`src/rtl/uart_pkg.sv`:
```
// Shared types and constants for the UART transmit frame sequencer.
package uart_pkg;

   typedef enum logic [2:0] {
      S_IDLE   = 3'd0,
      S_START  = 3'd1,
      S_DATA   = 3'd2,
      S_PARITY = 3'd3,
      S_STOP   = 3'd4
   } state_e;

   localparam logic [1:0] MUX_START = 2'b00;
   localparam logic [1:0] MUX_DATA  = 2'b01;
   localparam logic [1:0] MUX_PAR   = 2'b10;
   localparam logic [1:0] MUX_STOP  = 2'b11;

endpackage

```
`src/rtl/uart_tx_bit_cnt.sv`:
```
// Data-bit index counter: synchronous clear has priority over enable,
// terminal-count flag marks the last data bit.
module uart_tx_bit_cnt #(
   parameter int WIDTH = 8,
   localparam int CW = $clog2(WIDTH)
) (
   input  logic          clk_i,
   input  logic          clr_i,
   input  logic          en_i,
   output logic [CW-1:0] cnt_o,
   output logic          tc_o
);

   logic [CW-1:0] cnt_q, cnt_d;

   always_comb begin
      cnt_d = cnt_q;
      if (clr_i)     cnt_d = '0;
      else if (en_i) cnt_d = cnt_q + CW'(1);
   end

   always_ff @(posedge clk_i) cnt_q <= cnt_d;

   assign cnt_o = cnt_q;
   assign tc_o  = (cnt_q == CW'(WIDTH - 1));

endmodule

```
`src/rtl/uart_tx_ctrl.sv`:
```
// UART TX frame sequencer: start, WIDTH data bits LSB first, optional
// parity, stop; one bit per clock, back-to-back frames accepted in STOP.
module uart_tx_ctrl
   import uart_pkg::*;
#(
   parameter int WIDTH = 8
) (
   input  logic                       CLK,
   input  logic                       RST,
   input  logic                       Data_Valid,
   input  logic                       PAR_EN,
   output logic                       ser_load,
   output logic                       ser_en,
   output logic [$clog2(WIDTH)-1:0]   ser_idx,
   output logic [1:0]                 mux_sel,
   output logic                       busy,
   output logic                       frame_done
);

   localparam int CW = $clog2(WIDTH);

   state_e          state_q;
   logic            par_en_q;
   logic [CW-1:0]   cnt;
   logic            cnt_tc;
   logic            in_data;

   assign in_data  = (state_q == S_DATA);
   assign ser_load = Data_Valid && RST && (state_q == S_IDLE || state_q == S_STOP);

   // Counter is zeroed on reset, on accept and when leaving DATA, so it
   // always reads 0 outside the DATA state.
   uart_tx_bit_cnt #(.WIDTH(WIDTH)) u_bit_cnt (
      .clk_i (CLK),
      .clr_i (!RST || ser_load || (in_data && cnt_tc)),
      .en_i  (in_data),
      .cnt_o (cnt),
      .tc_o  (cnt_tc)
   );

   always_ff @(posedge CLK) begin
      if (!RST) begin
         state_q  <= S_IDLE;
         par_en_q <= 1'b0;
      end else begin
         if (ser_load) par_en_q <= PAR_EN;
         case (state_q)
            S_IDLE:   if (ser_load) state_q <= S_START;
            S_START:  state_q <= S_DATA;
            S_DATA:   if (cnt_tc) state_q <= par_en_q ? S_PARITY : S_STOP;
            S_PARITY: state_q <= S_STOP;
            S_STOP:   state_q <= ser_load ? S_START : S_IDLE;
            default:  state_q <= S_IDLE;
         endcase
      end
   end

   always_comb begin
      mux_sel    = MUX_STOP;
      ser_en     = 1'b0;
      ser_idx    = '0;
      busy       = 1'b0;
      frame_done = 1'b0;
      case (state_q)
         S_START: begin
            mux_sel = MUX_START;
            busy    = 1'b1;
         end
         S_DATA: begin
            mux_sel = MUX_DATA;
            ser_en  = 1'b1;
            ser_idx = cnt;
            busy    = 1'b1;
         end
         S_PARITY: begin
            mux_sel = MUX_PAR;
            busy    = 1'b1;
         end
         S_STOP: begin
            busy       = 1'b1;
            frame_done = 1'b1;
         end
         default: ;
      endcase
   end

endmodule

```
`config.mk`:
```
export PLATFORM = sky130hd
export DESIGN_NAME = uart_tx_ctrl
export DESIGN_NICKNAME = d
export VERILOG_FILES = /design/src/rtl/uart_pkg.sv /design/src/rtl/uart_tx_bit_cnt.sv /design/src/rtl/uart_tx_ctrl.sv
export SDC_FILE = /design/constraint.sdc
export NUM_CORES = 1
export LEC_CHECK = 0
export CORE_AREA = 2 2 39 41
export DETAILED_ROUTE_END_ITERATION = 16
export DIE_AREA = 0 0 41 43
export DONT_BUFFER_PORTS = 1
export SLEW_MARGIN = 5
export SYNTH_ARGS = -nofsm -noshare
export SYNTH_HDL_FRONTEND = slang
export SYNTH_HIERARCHICAL = 1
export SYNTH_SLANG_ARGS = --single-unit
```
`constraint.sdc`:
```
create_clock -name CLK -period 2.43 [get_ports CLK]
set_input_delay 0.486 -clock CLK [delete_from_list [all_inputs] [get_ports CLK]]
set_output_delay 0.486 -clock CLK [all_outputs]
set_load 0.01 [all_outputs]
```
==> Word level (Yosys, flattened, before mapping) <==
Cells that the tools add are included.
{ "op_classes": {"n_addsub": 1, "multipliers": 0, "div": 0, "order_cmp": 0, "n_eq_ne": 7, "n_shift": 0, "n_mux": 10, "bitwise": 0, "reduce_logical": 10} }
{ "op_table": {"columns": ["operator", "count"], "rows": [
  ["one-hot mux 3 bit (5 select lines)", 1],
  ["two-way mux 3 bit", 4],
  ["== test 3 x 2 -> 1 bit (second input constant)", 2],
  ["== test 3 bit (second input constant)", 2],
  ["one-hot mux 2 bit (3 select lines)", 1],
  ["two-way mux 1 bit", 4],
  ["!= test 2 bit (second input constant)", 2],
  ["OR reduction 4 bit", 1],
  ["adder 3 x 1 -> 3 bit (second input constant)", 1],
  ["== test 3 x 1 -> 1 bit (second input constant)", 1],
  ["logical AND 1 bit", 3],
  ["zero test 3 bit", 1],
  ["logical OR 1 bit", 3],
  ["AND reduction 2 bit", 1],
  ["zero test 1 bit", 1]
]} }
{ "word_totals": {"regBits": 7, "latchBits": 0, "ramBits": 0, "mem_bits_ro": 0, "inputBits": 4, "out_inout_bits": 9, "mem_count": 0} }

==> Depth between registers and ports, before layout <==
Gate-level depths: netlist (run 1).
{ "depth": {"word_depth": 5, "ltp_mapped": 5, "mapped_depth_nobuf": 5} }

==> Hierarchy <==
Netlist (run 1), hierarchy kept.
{ "modules_own_cells": {"columns": ["mod", "instances", "cells_per_inst", "area_per_inst_um2", "seq_area_each_um2"], "rows": [
  ["uart_tx_ctrl", 1, 32, 266.5, 80.1],
  ["uart_tx_bit_cnt", 1, 11, 125.1, 60.1]
]} }

==> Least setup slack after synthesis (run 1) <==
OpenSTA, ideal clock, no wires.
{ "synth_path": {"kind": "flip-flop to output port", "from": "register state_q[2]", "to": "output ser_idx[0]", "t_arrival_ns": 1.133, "required_ns": 1.944, "path_slack_ns": 0.811, "path_stages_with_launch": 4, "path_buffers": 1, "path_cell_list": "dfxtp_1 -> buf_2 -> nor3b_2 -> and2_1"} }
{ "synth_between": {"elab_chain_cells": 2} }
{ "synth_rtl": {"columns": ["item", "line", "rtl"], "rows": [
  ["start: declaration", "uart_tx_ctrl.sv:22", "state_e state_q;"],
  ["start signal: assignment", "uart_tx_ctrl.sv:50", "S_DATA: if (cnt_tc) state_q <= par_en_q ? S_PARITY : S_STOP;"],
  ["start signal: assignment", "uart_tx_ctrl.sv:52", "S_STOP: state_q <= ser_load ? S_START : S_IDLE;"],
  ["== test 3 x 2 -> 1 bit", "uart_tx_ctrl.sv:64", "case (state_q)"],
  ["two-way mux 3 bit", "uart_tx_ctrl.sv:64", null],
  ["end: declaration", "uart_tx_ctrl.sv:14", "output logic [$clog2(WIDTH)-1:0] ser_idx,"]
]} }
Every way passes these cells.

==> Worst setup path after layout (run 1) <==
{ "layout_path": {"from": "register state_q[1]", "to": "output ser_idx[1]"} }
Same word-level chain as after synthesis.

==> results of run 1 <==
[cell usage after synthesis (all sizes together)]
master and instances:
o21bai 1, nand2b 2, xnor2 2, nand2 4, nor2 4, mux2i 2, o32a 1, nor4bb 1
o21ai 1, and2b 1, a21oi 2, and4bb 1, and2 4, inv 1, clkinv 1, nand3b 1
ha 2, nor3b 3, nor2b 1, buf 1, dfxtp 7
[power by group through the flow]
| stage | clock network (mW) | registers (mW) | logic (mW) |
|---|---|---|---|
| after floorplan | 0 | 0.128 | 0.0304 |
| after global placement | 0 | 0.129 | 0.0348 |
| after detailed placement | 0 | 0.130 | 0.0354 |
| after CTS | 0.115 | 0.127 | 0.0356 |
| after global routing | 0.118 | 0.128 | 0.0402 |
| final | 0.106 | 0.127 | 0.0349 |
[cell families after synthesis]
logic type	after synthesis	share of synthesized area, %
XOR/XNOR	2	4.47
AO/OA/AOI/OAI	5	8.31
multiplexers	2	5.11
adder cells (fa/ha/maj)	2	6.39
AND/OR/NAND/NOR	22	36.7
flip-flops	7	35.8
buffers and inverters	3	3.19
[routing by layer]
| metal | vias to the layer above | track usage (%) | part of all wire [%] |
|---|---|---|---|
| met5 | - | 0 | 0 |
| met3 | 0 | 7.33 | 10 |
| met2 | 12 | 11.3 | 39 |
| met4 | 0 | 4.00 | 0 |
| met1 | 131 | 12.6 | 50 |
| li1 | 153 | - | - |
[flip-flops by register name, summed over array words and instances (netlist names)]
register / flops
par_en_q: 1
state_q: 3
u_bit_cnt/cnt_o: 3
[cell usage in the layout (no fill, tap or decap), types with 2 or more instances in the layout]
cell type and count:
clkbuf_4 3, xnor2_1 2, nor3b_2 2, mux2i_1 2
nor2_1 4, dfxtp_1 7, and2_1 4, a21oi_1 2
nand2_1 4, ha_1 2, nand2b_1 2
[worst paths after layout]
kind,cells after the start,slack (ns),to,start
min,2,0.37,par_en_q,PAR_EN
max reg2reg,5,1.14,state_q[0],u_bit_cnt/cnt_o[0]
min reg2reg,2,0.47,par_en_q,par_en_q
max,3,0.69,ser_idx[1],state_q[1]
[stage by stage]
stage / instances / setup slack [ns]
2_1_floorplan: 43 / 0.811
3_3_place_gp: 59 / 0.979
3_5_place_dp: 59 / 0.957
4_1_cts: 63 / 0.665
5_1_grt: 63 / 0.602
6_report: 63 / 0.688
[cell type report]
cell class	count	area share, %
clock buffers	4	5.97
inverters	2	1.70
multi-input cells	33	54.3
flip-flops and latches	7	31.8
well taps	16	4.55
repair buffers	1	1.70
==> impl_metrics.tcl, run 1 <==
set metrics [dict create \
    synth_top_cell_area_share_pct 35.8 \
    drtPass1Iterations 3 \
    fin_worst_skew_ns 0.00694 \
    start_util_pct 28.3 \
    whs_ns 0.369 \
    postLayoutCoreUtil_pct 31.8 \
    antenna_cells 0 \
    fin_nets 54 \
    critPathMaxFanout 8 \
    htreeDepth 1 \
    grt_max_degree 9 \
    setup_tns_ns 0 \
    rsz0062_at_grt "no" \
    multi_input_area_um2 239 \
    syn2layout_area_growth_pct 12.5 \
    die_w_um 41 \
    placed_area_um2 414 \
    crit_family "flip-flops" \
    status "completed" \
    synth_seq_cells 7 \
    final.min_clock_period_ns 1.74 \
    endpoint_kind "primary output" \
    cts_root_buf "clkbuf_4" \
    dp.final_hpwl_um 514 \
    final_hold_viol_count 0 \
    syn_avg_cell_area_um2 9.11 \
    drt-total-wl_um 703 \
    crit_slowest_cell "dfxtp_1" \
    dieArea_um2 1760 \
    syn_inst 43 \
    worst_pin_slew_ns 0.284 \
    cts_resized 0 \
    first_global_vias 242 \
    comb_power_share_pct 13.0 \
    ys_warn_count 6 \
    grt_pass1_wl_um 1100 \
    crit_required_ns 1.94 \
    fmax_ghz 0.574 \
    drc 0 \
    power_density_nw_per_um2 609 \
    design_area_um2 440 \
    grt_overflow 0 \
    numPortBuffers 0 \
    power_mw 0.268 \
    track_usage_pct 9.56 \
    worst_ep_arrival_time_ns 1.26 \
    synthTopCellsByArea "dfxtp_1 (36%), and2_1 (6.4%), ha_1 (6.4%)" \
    ios 13 \
    cts_buffer_depth 2 \
    vias 296 \
    setup_violations 0 \
    path_class "reg -> out" \
    critPathBufInv 1 \
    cts-hold-fix-buffers 0 \
    clkLatencyLatePin_ns 0.25 \
    yosys.area.top_type "dfxtp_1" \
    drt-vias-per-instance 4.70 \
    wl_per_cell_um 11.2 \
    syn-cell-area_um2 392 \
    slew-limit-headroom_pct 81.0 \
    p_sw_mw 0.0684 \
    gp_congestion 0.618 \
    antenna_found_initial 0 \
    core_area_um2 1380 \
    num_rows 14 \
    cap_violations 0 \
    clock_sinks 7 \
    ir_drop_mv 0.220 \
    critPathMaxStageDelay_ns 0.42 \
    pwr-share-seq_pct 47.4 \
    n_fill_cell 145 \
    ys_types 22 \
    sw_frac_of_total_pct 25.5 \
    crit_chain "nor3b_2 > buf_4 > and2_1" \
    start_kind "flop" \
    cts_buffers 3 \
    syn_nets 49 \
    postRouteAntennaNets 0 \
    power_leakage_nw 0.173 \
    clkTransAtPathRegs_ns 0.06 \
    die_height_um 43 \
    ys_seq_area_share_pct 35.8 \
    hold_class "in -> reg" \
    drive_above_1_share_pct 12.8 \
    regArea_um2 140 \
    clock_power_share_pct 39.6 \
    tritoncts "built" \
    intPower_mw 0.200 \
    maxSlewViolCount 0 \
    cts_setup_buffers 0 \
    drt_iter0_drc 3 \
    period_share_pct 71.7 \
]
Note: power is estimated with default switching activity, not from simulation.
==> inputs of run 2 (changes only) <==
- clock period: 2.43 -> 1.6 ns (I/O delays scaled with it)
==> run 2 against run 1 <==
Net effect:
- clock skew fell by 0.0050 ns
- sequential share of layout area fell by 1.7 points
- register-to-register slack got worse by 0.86 ns
- largest cell class unchanged
- cell count rose by 4.8%
- global-route usage fell by 0.19 points
- highest routed layer unchanged
- cell area rose by 9.4%
- die area did not move
- count of clock-buffer cells in the layout did not move
- via count rose by 7.8%
- worst hold slack got worse by 0.17 ns
- clock power rose by 51%
- power rose by 56%
==> impl_metrics.tcl, run 2 (synthesis gave the netlist of run 1 again) <==
set metrics [dict create \
    status "completed" \
    clkLatencyLatePin_ns 0.25 \
    cts_buffer_depth 2 \
    num_rows 14 \
    grt_overflow 0 \
    wl_per_cell_um 11.3 \
    maxSlewViolCount 0 \
    final_cells 66 \
    crit_required_ns 1.28 \
    dr_wl_met2_um 336 \
    grt_max_degree 9 \
    design_area_um2 482 \
    postRouteAntennaNets 0 \
    power_density_nw_per_um2 866 \
    drt_iter0_drc 1 \
    wl_met1_um 344 \
    start_kind "flop" \
    setup_tns_ns 0 \
    cts_buffers 3 \
    place_inst 60 \
    whs_ns 0.196 \
    cap_violations 0 \
    power_leakage_nw 0.192 \
    dp.final_hpwl_um 541 \
    setup_violations 0 \
    fmax_ghz 0.665 \
    drt-total-wl_um 748 \
    start_util_pct 28.3 \
    final_hold_viol_count 0 \
    gp_congestion 0.606 \
    power_mw 0.417 \
    track_usage_pct 9.37 \
    crit_slowest_cell "dfxtp_2" \
    path_class "reg -> out" \
    numPortBuffers 0 \
    vias 319 \
    tritoncts "built" \
    cts-hold-fix-buffers 0 \
    htreeDepth 1 \
    drive_above_1_share_pct 28.0 \
    fin_nets 57 \
    pre_cts_ws_ns 0.161 \
    placed_area_um2 422 \
    highest_layer "met3" \
    antenna_found_initial 0 \
    slew-limit-headroom_pct 78.5 \
    worst_pin_slew_ns 0.323 \
    dieArea_um2 1760 \
    wl_met3_um 67 \
    clkTransAtPathRegs_ns 0.05 \
    die_w_um 41 \
    drc 0 \
    crit_chain "nor3b_4 > and2_4" \
    cts_root_buf "clkbuf_4" \
    final_cell_mix "dfxtp_1 (5), nor2_1 (4), nand2_1 (4), buf_4 (4)" \
    layout_commonest_cell "dfxtp_1" \
    endpoint_kind "primary output" \
    postLayoutCoreUtil_pct 34.8 \
    ir_drop_mv 0.607 \
    first_global_vias 277 \
    core_area_um2 1380 \
    ios 13 \
    die_height_um 43 \
    n_fill_cell 152 \
    antenna_cells 0 \
    drtPass1Iterations 2 \
    drt-vias-per-instance 4.83 \
    worst_ep_arrival_time_ns 1.18 \
    critPathMaxStageDelay_ns 0.36 \
    fin_worst_skew_ns 0.00199 \
    hold_class "in -> reg" \
    grt_pass1_wl_um 1070 \
    final.min_clock_period_ns 1.50 \
    setup_ws_ns 0.0962 \
    period_share_pct 94.0 \
    critPathMaxFanout 8 \
    clock_sinks 7 \
    syn2layout_area_growth_pct 23.0 \
]
[run 2: cell types whose count changed in the layout (fill, tap and decap cells not counted)]
cell and change:
and2_4 +3, and2_1 -3, buf_4 +3, dfxtp_4 +1, dfxtp_2 +1, nor3b_2 -1, nor3b_4 +1, dfxtp_1 -2
[run 2: worst paths after layout]
| kind | startpoint | endpoint | slack [ns] | cells after the start |
|---|---|---|---|---|
| setup / recovery | state_q[2] | ser_idx[1] | 0.1 | 2 |
| hold / removal | PAR_EN | par_en_q | 0.20 | 2 |
| setup reg to reg | u_bit_cnt/cnt_o[0] | state_q[0] | 0.28 | 5 |
| hold reg to reg | par_en_q | par_en_q | 0.46 | 2 |
[run 2: per-layer routing]
metal  vias to the layer above  global-route usage [%]
li1                        159                       -
met1                       146                    11.0
met2                        14                    12.8
met3                         0                    6.28
met4                         0                    4.00
met5                         -                       0
[run 2: what timing repair did]
item | 4_1_cts | 5_1_grt
setup endpoints to repair | 4 | 4
resized for setup | 3 | 4
pin swaps | 0 | 2
setup buffers | 1 | 1
[run 2: critical path, delay by kind of cell (launching register included)]
family,cells,cell delay [ns]
and+or+nand+nor,2,0.56
DFF,1,0.36
[run 2: layout make-up]
class                   count  area, um^2  share of cell area, %
clock buffers               4        26.3                   5.45
inverters                   2        7.51                   1.56
multi-input cells          33         253                   52.5
flip-flops and latches      7         145                   30.1
well taps                  16        20.0                   4.16
repair buffers              4        30.0                   6.23
[run 2: power by group]
group | internal, mW | leakage [nW] | switching (mW) | total, mW
Combinational | 0.0333 | 0.119 | 0.0323 | 0.0656
Sequential | 0.182 | 0.0582 | 0.00872 | 0.191
Clock | 0.0952 | 0.0150 | 0.0650 | 0.160
